**config.mk**
```make
export PLATFORM = sky130hd
export DESIGN_NAME = regfile_write_buffer
export DESIGN_NICKNAME = d
export VERILOG_FILES = /design/src/rtl/regfile_pkg.sv /design/src/rtl/regfile_wbuf_fifo.sv /design/src/rtl/regfile_write_buffer.sv
export SDC_FILE = /design/constraint.sdc
export NUM_CORES = 1
export LEC_CHECK = 0
export BUFFER_PORTS_ARGS = -buffer_cell sky130_fd_sc_hd__buf_2
export CAP_MARGIN = 10
export CORE_MARGIN = 2
export CORE_UTILIZATION = 55
export CTS_BUF_LIST = sky130_fd_sc_hd__clkbuf_4 sky130_fd_sc_hd__clkbuf_8 sky130_fd_sc_hd__clkbuf_16
export DETAILED_ROUTE_END_ITERATION = 8
export PLACE_DENSITY = 0.85
export SLEW_MARGIN = 0
export SYNTH_ARGS = -nofsm -noshare
export SYNTH_HDL_FRONTEND = slang
export SYNTH_SLANG_ARGS = --single-unit
```
**constraint.sdc**
```tcl
create_clock -name Clk -period 8.55 [get_ports Clk]
set_input_delay 0.4275 -clock Clk [delete_from_list [all_inputs] [get_ports Clk]]
set_output_delay 0.4275 -clock Clk [all_outputs]
set_load 0.05 [all_outputs]
```
**src/rtl/regfile_pkg.sv**
```systemverilog
// regfile_pkg: shared widths, queue entry type and buffer state encoding
// for the register-file write buffer.
package regfile_pkg;
    localparam int DATA_W = 64;
    localparam int ADDR_W = 5;

    typedef struct packed {
        logic [ADDR_W-1:0] idx;
        logic [DATA_W-1:0] data;
    } wb_entry_t;

    typedef enum logic [1:0] {
        IDLE,
        DRAIN,
        FLUSH
    } wbuf_state_t;
endpackage

```
**src/rtl/regfile_wbuf_fifo.sv**
```systemverilog
// regfile_wbuf_fifo: circular buffer of write-back entries with occupancy count.
// Storage and read pointer are exported so the owner can search pending entries.
module regfile_wbuf_fifo
    import regfile_pkg::*;
#(
    parameter int DEPTH = 4,
    localparam int PW = $clog2(DEPTH),
    localparam int CW = PW + 1
) (
    input  logic          clk,
    input  logic          rst_n,
    input  logic          push,
    input  logic          pop,
    input  wb_entry_t     wr_entry,
    output wb_entry_t     head,
    output wb_entry_t     entries [DEPTH],
    output logic [PW-1:0] rd_ptr,
    output logic [CW-1:0] count
);
    logic [PW-1:0] wr_ptr;

    always_ff @(posedge clk or negedge rst_n) begin
        if (!rst_n) begin
            wr_ptr <= '0;
            rd_ptr <= '0;
            count  <= '0;
        end else begin
            if (push) wr_ptr <= wr_ptr + PW'(1);
            if (pop) rd_ptr <= rd_ptr + PW'(1);
            count <= count + CW'(push) - CW'(pop);
        end
    end

    // Payload needs no reset: only entries below count are ever observed.
    always_ff @(posedge clk) begin
        if (push) entries[wr_ptr] <= wr_entry;
    end

    assign head = entries[rd_ptr];
endmodule

```
**src/rtl/regfile_write_buffer.sv**
```systemverilog
// regfile_write_buffer: in-order write-back queue driving the register file write port,
// with hold and flush-to-empty. Forwarding search is built only with REGFILE_WBUF_FWD_EN.
module regfile_write_buffer #(
    parameter int DATA_W = regfile_pkg::DATA_W,
    parameter int ADDR_W = regfile_pkg::ADDR_W,
    parameter int DEPTH  = 4,
    localparam int PW = $clog2(DEPTH),
    localparam int CW = PW + 1
) (
    input  logic              Clk,
    input  logic              Rst_n,
    input  logic              in_valid,
    output logic              in_ready,
    input  logic [ADDR_W-1:0] in_reg,
    input  logic [DATA_W-1:0] in_data,
    input  logic              hold,
    input  logic              flush_req,
    output logic              flush_done,
    output logic [ADDR_W-1:0] rf_write_reg,
    output logic [DATA_W-1:0] rf_write_data,
    output logic              rf_reg_write,
    output logic              rf_en,
    output logic [CW-1:0]     count,
    input  logic [ADDR_W-1:0] fwd_reg,
    output logic              fwd_hit,
    output logic [DATA_W-1:0] fwd_data
);
    import regfile_pkg::*;

    wbuf_state_t   state, state_nx;
    wb_entry_t     wr_entry, head;
    wb_entry_t     entries [DEPTH];
    logic [PW-1:0] rd_ptr;
    logic          push, pop;

    assign wr_entry = '{idx: in_reg, data: in_data};
    // No pass-through when full: readiness ignores a same-cycle pop.
    assign in_ready = (count < CW'(DEPTH)) && (state != FLUSH);
    assign push     = in_valid && in_ready;
    assign pop      = (state != IDLE) && (count != '0) && (!hold || state == FLUSH);
    assign rf_en    = rf_reg_write;

    regfile_wbuf_fifo #(.DEPTH(DEPTH)) u_fifo (
        .clk      (Clk),
        .rst_n    (Rst_n),
        .push     (push),
        .pop      (pop),
        .wr_entry (wr_entry),
        .head     (head),
        .entries  (entries),
        .rd_ptr   (rd_ptr),
        .count    (count)
    );

    always_comb begin
        state_nx   = state;
        flush_done = 1'b0;
        case (state)
            IDLE:    state_nx = flush_req ? FLUSH : (push ? DRAIN : IDLE);
            DRAIN:   state_nx = flush_req ? FLUSH :
                                (pop && !push && count == CW'(1)) ? IDLE : DRAIN;
            FLUSH: begin
                // Last write was issued on the edge that emptied the queue.
                if (count == '0) begin
                    flush_done = 1'b1;
                    state_nx   = IDLE;
                end
            end
            default: state_nx = IDLE;
        endcase
    end

    always_ff @(posedge Clk or negedge Rst_n) begin
        if (!Rst_n) begin
            state         <= IDLE;
            rf_reg_write  <= 1'b0;
            rf_write_reg  <= '0;
            rf_write_data <= '0;
        end else begin
            state        <= state_nx;
            rf_reg_write <= pop;
            if (pop) begin
                rf_write_reg  <= head.idx;
                rf_write_data <= head.data;
            end
        end
    end

`ifdef REGFILE_WBUF_FWD_EN
    // Oldest to youngest so later matches overwrite; the in-flight write ranks lowest.
    always_comb begin
        fwd_hit  = rf_reg_write && (rf_write_reg == fwd_reg);
        fwd_data = fwd_hit ? rf_write_data : '0;
        for (int i = 0; i < DEPTH; i++) begin
            if (CW'(i) < count && entries[rd_ptr + PW'(i)].idx == fwd_reg) begin
                fwd_hit  = 1'b1;
                fwd_data = entries[rd_ptr + PW'(i)].data;
            end
        end
    end
`else
    logic unused_fwd;
    always_comb begin
        unused_fwd = ^{fwd_reg, rd_ptr};
        for (int i = 0; i < DEPTH; i++) unused_fwd = unused_fwd ^ (^entries[i]);
    end
    assign fwd_hit  = 1'b0;
    assign fwd_data = '0;
`endif
endmodule

```
Word level (Yosys, flattened, before mapping):

Index checks and enable logic that the tools add are counted.

* add/sub/neg operators: 4
* magnitude comparators: 4
* eq/ne operators: 5
* mux-type cells: 14
* bitwise gates (word level): 2
* reduce and logical (&&, ||, !) cells: 14

Operators by type and width (count)
* bitwise mux 276 bit: 1
* two-way mux 69 bit: 3
* binary-select mux 69 bit (select 2 bit): 1
* demux 69 bit (select 2 bit): 1
* logical AND 1 bit: 7
* >= comparator 3 bit, second input constant: 2
* two-way mux 2 bit: 3
* NOT 2 -> 3 bit: 2
* one-hot mux 2 bit (3 select lines): 1
* adder 2 x 1 -> 2 bit, second input constant: 2
* two-way mux 1 bit: 4
* adder 3 x 1 -> 3 bit: 1
* == test 3 x 1 -> 1 bit, second input constant: 1
* logical NOT 3 bit: 1
* less-than comparator 3 x 1 -> 1 bit, second input constant: 1
* less-than comparator 3 bit, second input constant: 1
* nonzero test 3 bit: 1
* subtractor 3 x 1 -> 3 bit: 1
* == test 2 x 1 -> 1 bit, second input constant: 1
* == test 2 bit, second input constant: 1
* logical NOT 1 bit: 2
* logical NOT 2 bit: 1
* != test 2 x 1 -> 1 bit, second input constant: 1
* != test 2 bit, second input constant: 1
* 2 further kinds: 2

* flip-flop bits (word level): 355
* bits of input ports: 79

Logic depth before layout (Yosys ltp):

Gate-level depths: netlist of run 1.

* depth after elaboration: 9
* gate-level depth with buffers: 10
* depth with buffers taken out: 9

By module:

Synthesis of run 1 repeated with hierarchy kept, for this count alone.

* cell total of the unflattened synthesis: 621
* area total of the unflattened synthesis: 13988.4 um2

Modules (own cells, without submodules)
* regfile_wbuf_fifo: times used 1, cells an instance 393, area an instance 10410.0 um2
* regfile_write_buffer: times used 1, cells an instance 228, area an instance 3578.4 um2

Least setup slack after synthesis of run 1:

OpenSTA, ideal clock, no wires.

* path type: reg2reg
* start point: reg u_fifo.count[2]
* end point: reg, netlist name u_fifo.entries[0]
* arrival: 2741 ps
* data required time: 8115 ps
* slack: 5374 ps
* stages on the path, launching flop included: 3
* path through: dfrtp_1 nor3b_2 and2_1

* longest elaborated chain between the ends: 3

RTL lines
* start, declared: RTL line regfile_wbuf_fifo.sv:18 `output logic [CW-1:0] count`
* start signal, assigned: RTL line regfile_wbuf_fifo.sv:30 `count <= count + CW'(push) - CW'(pop);`
* less-than comparator 3 bit: RTL line regfile_write_buffer.sv:38 `assign in_ready = (count < CW'(DEPTH)) && (state != FLUSH);`
* logical AND 1 bit: RTL line regfile_write_buffer.sv:38
* logical AND 1 bit: RTL line regfile_write_buffer.sv:39 `assign push = in_valid && in_ready;`
* via push: RTL line regfile_write_buffer.sv:34 `logic push, pop;`

The timed path passes the listed nets, and every way through them passes these cells.
A chain may end at the register's enable or synchronous reset.

Worst setup path in the final report of run 1:

* start point: reg state[0]
* end point: reg, netlist name u_fifo.entries[88]

* longest elaborated chain between the ends: 3

RTL lines
* start, declared: RTL line regfile_write_buffer.sv:30 `wbuf_state_t state, state_nx;`
* start signal, assigned: RTL line regfile_write_buffer.sv:80 `state <= state_nx;`
* != test 2 bit: RTL line regfile_write_buffer.sv:38
* logical AND 1 bit: RTL line regfile_write_buffer.sv:38
* logical AND 1 bit: RTL line regfile_write_buffer.sv:39
* via push: RTL line regfile_write_buffer.sv:34

The timed path passes the listed nets, and every way through them passes these cells.

==> out/metrics.yaml, run 1 <==
status:
  status: "finished, final reports clean"
worst_setup_path:
  crit_type: "flip-flop to flip-flop"
  worstPathArrival_ns: 2.82
  start_kind: "flip-flop"
  crit_path_start: "state[0]"
  required_ns: 8.69
  path_max_fanout: 42
  worstSetupEndpointType: "flip-flop"
  reg2reg_from: "state[0]"
place:
  post-dp-hpwl_um: 13120
  port_buffers: 149
  place.gp.congestion: 0.7243
sta:
  slew_headroom: 0.2765
  tightest_slew_ns: 1.085
  finClkSkew_ns: 0.01848
  drv_slew: 0
  tns_ns: 0
  period_share: 0.3134
  fmax_mhz: 373.2
  post-route-min-period_ns: 2.680
  setup_viol_count_final: 0
  hold_violations: 0
  rsz0062_at_grt: "false"
global_route:
  grt_pass1_wl_um: 36430
  grt_overflow: 0
  antenna_found_initial: 0
  grt.total_usage: 0.1848
  grt_max_degree: 71
  grt_pass1_vias: 6535
floorplanning:
  die-area_um2: 25920
  ioPinCount: 220
  start_util: 0.5591
  die_h_um: 161
  dieWidth_um: 161
  rows: 57
  core-area_um2: 24250
synthesis:
  synth_area_um2: 13560
  ys_types: 23
  synth_cells: 620
  ys_ff_latch: 355
  synth_top_area_cell: "edfxtp_1"
  synth_area_leaders: "edfxtp_1, dfrtp_1, mux4_2"
  ys_seq_area_frac: 0.7572
  yosysTopAreaCellShare: 0.6114
  avgSynthCellArea_um2: 21.87
  synth_warnings: 0
power:
  p_int_uw: 3779
  seq_power_share: 0.408
  power.switching_uw: 2038
  clkPwrFrac: 0.257
  max-vdd-ir-drop_mv: 0.2610
  p_per_area_nw_per_um2: 374.1
  p_leak_uw: 0.005710
  p_comb_frac: 0.334
  switching_share: 0.3503
clock_tree:
  h-tree-depth: 2
  clkLatencyLatePin_ns: 0.51
  cts_tree: "done"
  cts_hold_buf: 1
  clkTransAtPathRegs_ns: 0.06
  cts_root_buf: "clkbuf_16"
  cts.sinks: 355
  clockBufferDepth: 3
  cts_buffers: 35
  cts_resized: 0
  cts_setup_buffers: 0
drt:
  wl_per_cell_um: 20.43
  drt_first_pass_iters: 4
  via_per_inst: 5.404
  via_count: 6166
  route.detailed.drc: 0
  drt_iter0_drc: 321
  finalWirelength_um: 23320
  postRouteAntennaNets: 0
finish:
  diodes: 0
  drive_above_1_share: 0.4517
  post-route-util: 0.6412
  largest_reg_flops: 276
  num-nets-final: 876
  layout.cells.most_common: "edfxtp_1"
  syn2layout_area_growth_pct: 14.69
  final_cell_mix: "edfxtp_1, buf_2, dfrtp_1"
hold_path:
  hold_class: "input pin to flip-flop"
  hp-start: "in_reg[2]"
job:
  cap_viol_max_count: 0
==> through the flow <==
| stage | area (um2) | hold WS, ns | setup slack [ns] | power (uW) | instances |
|---|---|---|---|---|---|
| floorplan | 13800 | 0.1319 | 5.374 | 3969 | 684 |
| global placement | 14380 | 0.4554 | 5.801 | 4317 | 1076 |
| detailed placement | 14380 | 0.4615 | 5.769 | 4378 | 1076 |
| CTS | 15550 | 0.1063 | 5.759 | 5890 | 1141 |
| global route | 15550 | 0.1073 | 5.646 | 6071 | 1141 |
| finish | 15550 | 0.1293 | 5.870 | 5816 | 1141 |
==> synthesized netlist by cell type <==
cell / n
buf_4: 67
mux2_2: 71
a211oi_4: 1
o41a_1: 1
buf_2: 7
conb_1: 1
edfxtp_1: 276
ha_1: 6
dfrtp_1: 79
nor3b_2: 1
o21a_1: 1
nor3_2: 1
nor2_1: 4
buf_6: 7
mux4_2: 69
a2111oi_0: 1
fa_1: 1
xnor2_1: 4
xor2_1: 1
and2_1: 5
inv_1: 7
nor2b_1: 1
clkbuf_1: 8
==> cell type report <==
cell class	count	area [um2]
timing repair buffer	158	818.3
inverter	7	26.28
fill	1616	8700
multi-input combinational	233	2869
clock inverter	12	98.84
clock buffer	52	1059
tap	324	405.4
sequential	355	10270
==> cell families after synthesis <==
family / after synthesis / share of synthesized area
other: 1 / 0.0002766
muxes: 140 / 0.1736
xor gates and xnor gates: 5 / 0.003230
and+or+nand+nor: 12 / 0.005537
DFF: 355 / 0.7572
adders and majority gates: 7 / 0.007014
buffers and inverters: 96 / 0.04965
AOI/OAI and AO/OA: 4 / 0.003507
==> layer usage <==
layer	share of wire	track usage	wire [um]
met5	0	0	0
met4	0.019	0.05114	447
met3	0.065	0.04597	1506
met2	0.53	0.3236	12250
met1	0.39	0.2326	9111
==> power groups by stage <==
stage          Clock, uW  Combinational, uW  Sequential (uW)
2_1_floorplan          0               1060             2910
3_3_place_gp           0               1920             2400
3_5_place_dp           0               1960             2410
4_1_cts             1530               1970             2390
5_1_grt             1600               2050             2420
6_report            1500               1940             2380
==> path summary, 6_finish.rpt <==
| kind | end | slack, ns | cells after the start |
|---|---|---|---|
| worst max register to register | u_fifo.entries[88] | 5.87 | 4 |
| worst min register to register | rf_write_data[52] | 0.50 | 1 |
| worst min-delay path | u_fifo.entries[135] | 0.13 | 1 |
| worst max-delay path | u_fifo.entries[88] | 5.87 | 4 |
| min in group asynchronous | rf_write_data[5] | 0.47 | 2 |
| max in group asynchronous | u_fifo.rd_ptr[0] | 6.95 | 3 |
==> worst max-delay path, stage by stage (launching register included) <==
cell and delay [ns]:
dfrtp_1 0.47, nor2b_1 0.12, nor3b_2 0.51, and2_4 0.54, buf_4 0.62
No activity file was read; power rests on OpenSTA's default activity.
==> run 2, diff against run 1 <==
--- a/config.mk
+++ b/config.mk
@@ -8,10 +8,10 @@
 export BUFFER_PORTS_ARGS = -buffer_cell sky130_fd_sc_hd__buf_2
 export CAP_MARGIN = 10
 export CORE_MARGIN = 2
-export CORE_UTILIZATION = 55
+export CORE_UTILIZATION = 51
 export CTS_BUF_LIST = sky130_fd_sc_hd__clkbuf_4 sky130_fd_sc_hd__clkbuf_8 sky130_fd_sc_hd__clkbuf_16
 export DETAILED_ROUTE_END_ITERATION = 8
-export PLACE_DENSITY = 0.85
+export PLACE_DENSITY = 0.83
 export SLEW_MARGIN = 0
 export SYNTH_ARGS = -nofsm -noshare
 export SYNTH_HDL_FRONTEND = slang
==> constraint.sdc (replaced) <==
create_clock -name Clk -period 2.32 [get_ports Clk]
set_input_delay 0.116 -clock Clk [delete_from_list [all_inputs] [get_ports Clk]]
set_output_delay 0.116 -clock Clk [all_outputs]
set_load 0.05 [all_outputs]
==> out/metrics.yaml, run 2 (same netlist as run 1, synthesis figures left out) <==
status:
  status: "finished, final reports clean"  # unchanged
clock_tree:
  cts_root_buf: "clkbuf_16"  # unchanged
  clkTransAtPathRegs_ns: 0.06  # about the same
  clockBufferDepth: 3  # unchanged
  h-tree-depth: 2  # unchanged
  cts_buffers: 37  # was 35
  cts.sinks: 355  # unchanged
  cts_tree: "done"  # unchanged
  clkLatencyLatePin_ns: 0.51  # about the same
  cts_setup_buffers: 0  # unchanged
  cts_resized: 0  # unchanged
power:
  p_leak_uw: 0.006159  # was 0.005710 uW
  max-vdd-ir-drop_mv: 1.105  # was 0.2610 mV
  p_per_area_nw_per_um2: 1340  # was 374.1 nW/um2
hold_path:
  hp-start: "hold"  # was in_reg[2]
  hold_end: "u_fifo.rd_ptr[1]"  # was u_fifo.entries[135]
  hold_class: "input pin to flip-flop"  # unchanged
  hold_path_depth: 3  # was 1
worst_setup_path:
  rrSetupSlack_ns: 0.15  # was 5.87 ns
  cp_slowest_stage_delay_ns: 0.45  # was 0.62 ns
  crit_type: "flip-flop to flip-flop"  # unchanged
  r2r_end: "u_fifo.count[2]"  # was u_fifo.entries[88]
  cp_cell_sequence: "nor2_1 > a211oi_4 > ha_4 > inv_1 > ha_1 > inv_1 > fa_2 > xnor2_2 > xnor2_1"  # was nor2b_1 > nor3b_2 > and2_4 > buf_4
  start_kind: "flip-flop"  # unchanged
  critical_path.slowest_cell: "dfrtp_1"  # was buf_4
  worstSetupEndpointType: "flip-flop"  # unchanged
  crit_buf_inv: 2  # was 1
  worstPathArrival_ns: 2.58  # was 2.82 ns
  required_ns: 2.74  # was 8.69 ns
  r2r_cells: 9  # was 4
  path_max_fanout: 6  # was 42
  crit_top_cell: "inv_1"
  reg2reg_from: "state[0]"  # unchanged
  path_delay_family: "adder cells"  # was simple AND/OR/NAND/NOR gates
global_route:
  grt_overflow: 0  # unchanged
  grt.total_usage: 0.1879  # was 0.1848
  grt_max_degree: 72  # was 71
  antenna_found_initial: 2  # was 0
  grt_pass1_vias: 6978  # was 6535
  grt_pass1_wl_um: 40010  # was 36430 um
place:
  post-dp-hpwl_um: 14160  # was 13120 um
  place.gp.congestion: 0.7329  # was 0.7243
  dp_cells: 1097  # was 1076
  port_buffers: 149  # unchanged
job:
  cap_viol_max_count: 0  # unchanged
floorplanning:
  die-area_um2: 27900  # was 25920 um2
  start_util: 0.5202  # was 0.5591
  rows: 59  # was 57
  core-area_um2: 26060  # was 24250 um2
  ioPinCount: 220  # unchanged
  die_h_um: 167.0  # was 161 um
  dieWidth_um: 167.0  # was 161 um
sta:
  hold_violations: 0  # unchanged
  rsz0062_at_grt: "false"  # unchanged
  slew_headroom: 0.6044  # was 0.2765
  drv_slew: 0  # unchanged
  setup_viol_count_final: 0  # unchanged
  fmax_mhz: 461.4  # was 373.2 MHz
  post-route-min-period_ns: 2.167  # was 2.680 ns
  tightest_slew_ns: 0.5784  # was 1.085 ns
  tns_ns: 0  # unchanged
  period_share: 0.9342  # was 0.3134
  finClkSkew_ns: 0.01735  # was 0.01848 ns
drt:
  wl_per_cell_um: 20.93  # was 20.43 um
  route.detailed.drc: 0  # unchanged
  via_count: 6582  # was 6166
  via_per_inst: 5.317  # was 5.404
  drt_first_pass_iters: 4  # unchanged
  finalWirelength_um: 25910  # was 23320 um
  drt_iter0_drc: 431  # was 321
  postRouteAntennaNets: 0  # unchanged
finish:
  final_cell_mix: "edfxtp_1, buf_2, dfrtp_1"  # unchanged
  drive_above_1_share: 0.4295  # was 0.4517
  layout.cells.most_common: "edfxtp_1"  # unchanged
  largest_reg_flops: 276  # unchanged
  syn2layout_area_growth_pct: 23.00  # was 14.69%
  num-nets-final: 959  # was 876
  instances_no_fill: 1238  # was 1141
-- run 2: where the power goes --
part           switching (uW)  internal, uW
Combinational            4820          3000
Sequential                612          7910
Clock                    2350          3650
Total                    7780         14600
-- run 2: tightest hold or removal path, cell delays in order --
cell and delay [ns]:
buf_2 0.12, a2111oi_0 0.13, xor2_1 0.13
-- run 2: worst max-delay path by stage --
stage	slack, ns	cells after the start	endpoint	start
CTS	0.13	9	u_fifo.count[2]	state[0]
global placement	0.24	9	u_fifo.count[2]	state[0]
floorplan	-0.11	10	u_fifo.count[2]	u_fifo.count[1]
finish	0.15	9	u_fifo.count[2]	state[0]
global route	0.03	9	u_fifo.count[2]	state[0]
detailed placement	0.17	9	u_fifo.count[2]	state[0]
-- run 2: final cells by class --
type                       count  area (um2)
sequential                   355       10280
fill                        1716        9384
multi-input combinational    233        2898
timing repair buffer         239        1792
clock buffer                  49        1047
tap                          335       419.2
clock inverter                18       209.0
inverter                       7       26.28
antenna                        2       5.005
-- run 2: metrics by stage --
stage          utilization  area (um2)  setup slack (ns)  hold slack [ns]  total power [uW]
6_report            0.6399       16670            0.1527          0.04814             22340
5_1_grt             0.6399       16670           0.02597          0.04453             23270
4_1_cts             0.6397       16670            0.1344          0.03254             22540
3_5_place_dp        0.5638       14690            0.1685           0.1192             16410
3_3_place_gp        0.5638       14690            0.2358           0.1179             16230
2_1_floorplan            -       13840           -0.1054          -0.1796             14680
-- run 2: per-layer routing --
layer,part of all wire,global-route usage,vias up
met5,0,0,-
met4,0.021,0.05210,0
met3,0.068,0.04301,45
met2,0.53,0.3353,286
met1,0.38,0.2311,3412
li1,-,-,2839
-- run 2: repair_timing --
action | 4_1_cts | 5_1_grt
hold buffers | 72 | 0
hold endpoints to repair | 310 | 0
setup endpoints to repair | 0 | 0
